**src/rtl/line_arbiter_if.sv**
```systemverilog
`default_nettype none
// ============================================================================
//  Module   : line_arbiter_if
//  Purpose  : Bundle of the three line-miss ports around the line arbiter:
//             the icache request/return port (i_*), the dcache request/return
//             port (d_*) and the adaptor LLC-side port (m_*).
//  Modports : slave  - the arbiter's view (caches request it, it drives m_*)
//             master - the environment's view (caches plus adaptor)
//  Revision : 1.0 - initial release
// ============================================================================
interface line_arbiter_if #(
    parameter int ADDR_W = 32,
    parameter int LINE_W = 256
);
    // icache side
    logic              i_read;
    logic [ADDR_W-1:0] i_addr;
    logic [LINE_W-1:0] i_rdata;
    logic              i_resp;
    // dcache side
    logic              d_read;
    logic              d_write;
    logic [ADDR_W-1:0] d_addr;
    logic [LINE_W-1:0] d_wdata;
    logic [LINE_W-1:0] d_rdata;
    logic              d_resp;
    // adaptor side
    logic              m_read;
    logic              m_write;
    logic [ADDR_W-1:0] m_addr;
    logic [LINE_W-1:0] m_wdata;
    logic [LINE_W-1:0] m_rdata;
    logic              m_resp;

    modport slave (
        input  i_read, i_addr,
        output i_rdata, i_resp,
        input  d_read, d_write, d_addr, d_wdata,
        output d_rdata, d_resp,
        output m_read, m_write, m_addr, m_wdata,
        input  m_rdata, m_resp
    );

    modport master (
        output i_read, i_addr,
        input  i_rdata, i_resp,
        output d_read, d_write, d_addr, d_wdata,
        input  d_rdata, d_resp,
        input  m_read, m_write, m_addr, m_wdata,
        output m_rdata, m_resp
    );
endinterface
`default_nettype wire

```
**src/rtl/line_arbiter.sv**
```systemverilog
`default_nettype none
// ============================================================================
//  Module   : line_arbiter
//  Purpose  : Round-robin arbiter forwarding one cache-line miss at a time
//             from the icache (read only) or dcache (read/writeback) to the
//             cacheline adaptor. Address and write data are latched at grant,
//             strobes are held until the adaptor responds, then the winner
//             gets its line (reads only) and a one-cycle resp.
//  Ports    : clk    - clock
//             reset  - synchronous active-high reset
//             bus    - line_arbiter_if.slave (i_*, d_*, m_* groups)
//  Revision : 1.0 - initial release
// ============================================================================
module line_arbiter #(
    parameter int ADDR_W = 32,
    parameter int LINE_W = 256
) (
    input  wire logic       clk,
    input  wire logic       reset,
    line_arbiter_if.slave   bus
);

    typedef enum logic [2:0] {
        S_IDLE    = 3'd0,
        S_GRANT_I = 3'd1,
        S_GRANT_D = 3'd2,
        S_RESPOND = 3'd3,
        S_RECOVER = 3'd4
    } state_t;

    localparam logic c_side_i = 1'b0;
    localparam logic c_side_d = 1'b1;

    state_t            r_state;
    logic              r_last_grant;
    logic              r_m_read;
    logic              r_m_write;
    logic [ADDR_W-1:0] r_m_addr;
    logic [LINE_W-1:0] r_m_wdata;
    logic [LINE_W-1:0] r_i_rdata;
    logic [LINE_W-1:0] r_d_rdata;
    logic              r_i_resp;
    logic              r_d_resp;

    logic w_i_pend;
    logic w_d_pend;
    logic w_grant_d;

    assign w_i_pend  = bus.i_read;
    assign w_d_pend  = bus.d_read | bus.d_write;
    // On a tie the side that did not win last time goes first.
    assign w_grant_d = w_d_pend && (!w_i_pend || (r_last_grant == c_side_i));

    always_ff @(posedge clk) begin
        if (reset) begin
            r_state      <= S_IDLE;
            r_last_grant <= c_side_i;
            r_m_read     <= 1'b0;
            r_m_write    <= 1'b0;
            r_m_addr     <= '0;
            r_m_wdata    <= '0;
            r_i_rdata    <= '0;
            r_d_rdata    <= '0;
            r_i_resp     <= 1'b0;
            r_d_resp     <= 1'b0;
        end else begin
            case (r_state)
                S_IDLE: begin
                    if (w_grant_d) begin
                        r_m_addr     <= bus.d_addr;
                        r_m_wdata    <= bus.d_wdata;
                        // A simultaneous read+write is treated as a writeback.
                        r_m_write    <= bus.d_write;
                        r_m_read     <= ~bus.d_write;
                        r_last_grant <= c_side_d;
                        r_state      <= S_GRANT_D;
                    end else if (w_i_pend) begin
                        r_m_addr     <= bus.i_addr;
                        r_m_read     <= 1'b1;
                        r_m_write    <= 1'b0;
                        r_last_grant <= c_side_i;
                        r_state      <= S_GRANT_I;
                    end
                end
                S_GRANT_I: begin
                    if (bus.m_resp) begin
                        r_m_read  <= 1'b0;
                        r_m_write <= 1'b0;
                        r_i_rdata <= bus.m_rdata;
                        r_i_resp  <= 1'b1;
                        r_state   <= S_RESPOND;
                    end
                end
                S_GRANT_D: begin
                    if (bus.m_resp) begin
                        r_m_read  <= 1'b0;
                        r_m_write <= 1'b0;
                        // Writebacks return nothing; keep the last read line.
                        if (r_m_read) begin
                            r_d_rdata <= bus.m_rdata;
                        end
                        r_d_resp  <= 1'b1;
                        r_state   <= S_RESPOND;
                    end
                end
                S_RESPOND: begin
                    r_i_resp <= 1'b0;
                    r_d_resp <= 1'b0;
                    r_state  <= S_RECOVER;
                end
                // Dead cycle: requester drops its strobe, adaptor settles.
                S_RECOVER: begin
                    r_state <= S_IDLE;
                end
                default: begin
                    r_state <= S_IDLE;
                end
            endcase
        end
    end

    assign bus.m_read  = r_m_read;
    assign bus.m_write = r_m_write;
    assign bus.m_addr  = r_m_addr;
    assign bus.m_wdata = r_m_wdata;
    assign bus.i_rdata = r_i_rdata;
    assign bus.i_resp  = r_i_resp;
    assign bus.d_rdata = r_d_rdata;
    assign bus.d_resp  = r_d_resp;

endmodule
`default_nettype wire
```
**src/flat_wrapper.sv**
```systemverilog
// flat-port wrapper written by rule: the top's interface ports become plain ports
module line_arbiter_flat 
#(
    parameter int ADDR_W = 32,
    parameter int LINE_W = 256
)
  (clk, reset, bus_i_read, bus_i_addr, bus_i_rdata, bus_i_resp, bus_d_read, bus_d_write, bus_d_addr, bus_d_wdata, bus_d_rdata, bus_d_resp, bus_m_read, bus_m_write, bus_m_addr, bus_m_wdata, bus_m_rdata, bus_m_resp);
  line_arbiter_if #(.ADDR_W(ADDR_W), .LINE_W(LINE_W)) bus_i ();
  input  wire logic clk;
  input  wire logic reset;
  input wire logic [$bits(bus_i.i_read)-1:0] bus_i_read;
  input wire logic [$bits(bus_i.i_addr)-1:0] bus_i_addr;
  output wire logic [$bits(bus_i.i_rdata)-1:0] bus_i_rdata;
  output wire logic [$bits(bus_i.i_resp)-1:0] bus_i_resp;
  input wire logic [$bits(bus_i.d_read)-1:0] bus_d_read;
  input wire logic [$bits(bus_i.d_write)-1:0] bus_d_write;
  input wire logic [$bits(bus_i.d_addr)-1:0] bus_d_addr;
  input wire logic [$bits(bus_i.d_wdata)-1:0] bus_d_wdata;
  output wire logic [$bits(bus_i.d_rdata)-1:0] bus_d_rdata;
  output wire logic [$bits(bus_i.d_resp)-1:0] bus_d_resp;
  output wire logic [$bits(bus_i.m_read)-1:0] bus_m_read;
  output wire logic [$bits(bus_i.m_write)-1:0] bus_m_write;
  output wire logic [$bits(bus_i.m_addr)-1:0] bus_m_addr;
  output wire logic [$bits(bus_i.m_wdata)-1:0] bus_m_wdata;
  input wire logic [$bits(bus_i.m_rdata)-1:0] bus_m_rdata;
  input wire logic [$bits(bus_i.m_resp)-1:0] bus_m_resp;
  assign bus_i.i_read = bus_i_read;
  assign bus_i.i_addr = bus_i_addr;
  assign bus_i_rdata = bus_i.i_rdata;
  assign bus_i_resp = bus_i.i_resp;
  assign bus_i.d_read = bus_d_read;
  assign bus_i.d_write = bus_d_write;
  assign bus_i.d_addr = bus_d_addr;
  assign bus_i.d_wdata = bus_d_wdata;
  assign bus_d_rdata = bus_i.d_rdata;
  assign bus_d_resp = bus_i.d_resp;
  assign bus_m_read = bus_i.m_read;
  assign bus_m_write = bus_i.m_write;
  assign bus_m_addr = bus_i.m_addr;
  assign bus_m_wdata = bus_i.m_wdata;
  assign bus_i.m_rdata = bus_m_rdata;
  assign bus_i.m_resp = bus_m_resp;
  line_arbiter #(.ADDR_W(ADDR_W), .LINE_W(LINE_W)) u_core (.clk(clk), .reset(reset), .bus(bus_i));
endmodule
```
**config.mk**
```make
export PLATFORM = sky130hd
export DESIGN_NAME = line_arbiter_flat
export DESIGN_NICKNAME = d
export VERILOG_FILES = /design/src/rtl/line_arbiter_if.sv /design/src/rtl/line_arbiter.sv /design/src/flat_wrapper.sv
export SDC_FILE = /design/constraint.sdc
export NUM_CORES = 2
export LEC_CHECK = 0
export BUFFER_PORTS_ARGS = -buffer_cell sky130_fd_sc_hd__buf_4
export CAP_MARGIN = 20
export CORE_AREA = 2 2 532 534
export CTS_BUF_LIST = sky130_fd_sc_hd__clkbuf_16
export CTS_CLUSTER_DIAMETER = 60
export DETAILED_ROUTE_END_ITERATION = 8
export DIE_AREA = 0 0 534 536
export SETUP_SLACK_MARGIN = 0.05
export SLEW_MARGIN = 20
export SYNTH_ARGS = -nofsm -noshare
export SYNTH_HDL_FRONTEND = slang
export SYNTH_SLANG_ARGS = --single-unit
export TNS_END_PERCENT = 30
```
**constraint.sdc**
```tcl
create_clock -name clk -period 1.81 [get_ports clk]
set_input_delay 0.2715 -clock clk [delete_from_list [all_inputs] [get_ports clk]]
set_output_delay 0.2715 -clock clk [all_outputs]
set_load 0.02 [all_outputs]
```
==> flow_summary.yaml <==
sta:
  period_needed_ps: 1765
  tightest_slew_ps: 675.6
  max_clock_freq_mhz: 566.6
  setup_viol_count_final: 0
  final_hold_viol_count: 0
  slew_headroom_pct: 54.96
  setup_tns_ps: 0
  drv_slew: 0
  setup_slack_ps: 45.20
  post-route-period-util_pct: 97.50
  skew_ps: 44.50
  rsz0062_at_grt: "true"
power:
  power_switching_mw: 23.75
  clkPwrFrac_pct: 32.6
  power_mw: 62.67
  p_per_area_nw_per_um2: 1128
  intPower_mw: 38.92
  sw_frac_of_total_pct: 37.90
  power_frac_comb_pct: 33.9
  pwr-share-seq_pct: 33.5
  p_leak_nw: 21.67
  peakVddDrop_mv: 0.7574
synth:
  synth_simple_gate_area_share_pct: 16.29
  avgSynthCellArea_um2: 8.151
  postSynthCellCount: 3677
  synth_top_family_by_area: "compound AO/OA/AOI/OAI gates"
  synth_warnings: 0
  synth_mux_area_share_pct: 0
  yosysTopAreaCellShare_pct: 53.97
  synth_xor_area_share_pct: 0.02922
  synth-seq-area-share_pct: 53.97
  synth-compound-area-share_pct: 23.25
  ys_ff_latch: 808
  netlist_area_um2: 29970
  syn_nets: 4259
  synth_adder_area_share_pct: 0
  yosys.area.top_type: "dfxtp_1"
  ys_types: 32
  synth_area_leaders: "dfxtp_1 (54%), a21oi_1 (13%), nand3_1 (8.6%)"
final_layout:
  utilization_pct: 19.78
  mostFrequentLayoutCell: "buf_4"
  area_delta_synth_final_pct: 85.37
  layout_common_cells: "buf_4 (1422), a21oi_1 (804), dfxtp_1 (762), dlygate4sd3_1 (582), nand2_1 (579)"
  nets: 6142
  drive_above_1_share_pct: 31.80
  final_area_um2: 55560
global_routing:
  grt_pass1_wl_mm: 309.1
  antenna_found_initial: 161
  grtUsageTotal_pct: 15.67
  first_global_vias: 34740
  grt_max_degree: 120
  grt_overflow_total: 0
clocking:
  clkSinkCount: 808
  cts_max_path_buffers: 4
  htreeDepth: 3
  cts-root-buf: "clkbuf_16"
  clk_latency_ps: 830
  numCtsBuffers: 109
  clk_pin_slew_worst_paths_ps: 60
  tritoncts: "built"
hold_path:
  hold_path.class: "in2reg"
  holdPathStages: 4
  min_to: "u_core.bus.m_wdata[20]"
  min-delay-start: "bus_d_wdata[20]"
drt:
  post_drt_wl_per_cell_um: 25.24
  drtAntennaViolNets: 0
  viasPerCell: 3.870
  firstDrtPassIters: 5
  drt_iter0_drc: 2805
  drc: 0
  drt-total-wl_mm: 238.8
  dr_total_vias: 36610
worst_setup_path:
  cp_max_fo: 119
  worstRegToRegCells: 4
  cp_slowest_stage_delay_ps: 500
  crit_chain: "or3_4 > buf_12 > o21ai_0 > a21oi_1"
  critPathBufInv: 1
  cp.arrival_ps: 2470
  rrSetupSlack_ps: 50
  required_ps: 2520
  reg2reg_from: "u_core.r_state[2]"
  path_class: "reg2reg"
  cp-end-kind: "register"
  path_delay_family: "simple AND/OR/NAND/NOR gates"
  cp-start-kind: "register"
  r2r_end: "u_core.bus.m_wdata[52]"
  slowest_stage: "or3_4"
floorplanning:
  die_h_um: 536
  num_rows: 195
  die_area_um2: 286200
  io_pins: 1386
  start_util_pct: 10.67
  core-area_um2: 280800
  die-width_um: 534
place:
  dp_hpwl_mm: 193.2
  port_buffers: 1385
  gp_congestion: 0.9418
  placed_cell_area_um2: 45450
  dp_slack_ps: -11.18
status:
  status: "finished clean"
job:
  maxCapViolCount: 0
[kinds of logic (layout without fill, tap and decap cells)]
family,count (synthesis),after routing
flip-flops,808,808
buffers and inverters,398,2363
AO/OA/AOI/OAI,1360,1360
XOR/XNOR,1,1
AND/OR/NAND/NOR,1110,1110
other,0,75
[metal layers]
layer	routed length [µm]	part of all wire [%]	track usage [%]	vias up
met5	626	0.26	0	-
li1	-	-	-	16700
met4	13810	5.8	7.921	94
met2	102900	43	24.19	1891
met1	96070	40	18.63	17450
met3	25360	11	6.355	481
[final cells by class]
type	count	area [µm²]
multi-input combinational	2471	11940
tap	3743	4683
fill	31100	225300
sequential	808	16250
inverter	2	20.02
clock inverter	84	589.3
clock buffer	109	2728
timing repair buffer	2168	19170
antenna	75	187.7
[timing repair]
action                                 in CTS  in global routing
hold buffers                              582                  0
endpoints found under the hold margin     808                  0
pin swaps                                   0                  1
setup endpoints to repair                 416                147
gates resized for setup                   170                 10
setup buffers                               3                  4
cloned                                      2                  3
[flip-flops by register name, indices dropped and copies added (netlist names)]
name and cells:
u_core.bus.m_wdata 256, u_core.bus.m_write 1, u_core.r_last_grant 1, u_core.bus.m_addr 32
u_core.bus.d_rdata 256, u_core.bus.i_rdata 256, u_core.r_state 3, u_core.bus.d_resp 1
u_core.bus.i_resp 1, u_core.bus.m_read 1
[how the worst max path moves through the flow]
stage                           start                 endpoint  slack, ps  cells past startpoint
floorplan           u_core.bus.m_read  u_core.bus.d_rdata[225]        340                      5
finish              u_core.r_state[2]   u_core.bus.m_wdata[52]         50                      4
CTS                 u_core.bus.m_read  u_core.bus.d_rdata[171]          5                      6
global placement    u_core.r_state[1]   u_core.bus.d_rdata[41]         30                      5
detailed placement  u_core.r_state[1]   u_core.bus.d_rdata[36]        -10                      5
global route        u_core.r_state[2]  u_core.bus.m_wdata[218]          1                      4
[per-stage QoR]
stage | cells | hold WS (ps)
after floorplan | 3677 | 407.5
after global routing | 9421 | 200.4
after global placement | 8598 | 442.5
final | 9460 | 256.3
after CTS | 9378 | 136.5
after detailed placement | 8598 | 443.9
[worst min-delay path: cells and delay by family]
family / cells / cell delay [ps]
AOI/OAI and AO/OA: 1 / 50
buffers and inverters: 2 / 660
and+or+nand+nor: 1 / 60
[synth_stat cells (all sizes together)]
cell,count
and3b,1
nand3,514
nor2b,3
a2bb2oi,1
a31o,1
a311oi,32
buf,167
inv,2
o2bb2ai,1
nand4bb,2
o21ai,515
nor2,2
or3,3
nand2b,1
o22ai,1
clkbuf,229
nor4bb,2
o221ai,1
nand2,579
dfxtp,808
a21oi,804
nor3,2
xnor2,1
and4bb,1
a221oi,1
a31oi,3
[power by group through the flow]
stage	Sequential [mW]	Clock (mW)	Combinational (mW)
global placement	21.1	0	19.3
finish	21.0	20.5	21.2
floorplan	23.1	0	6.54
global route	21.2	21.7	22.6
detailed placement	21.2	0	19.3
CTS	21.0	21.1	21.3
Power figures use the tool's default switching activity.
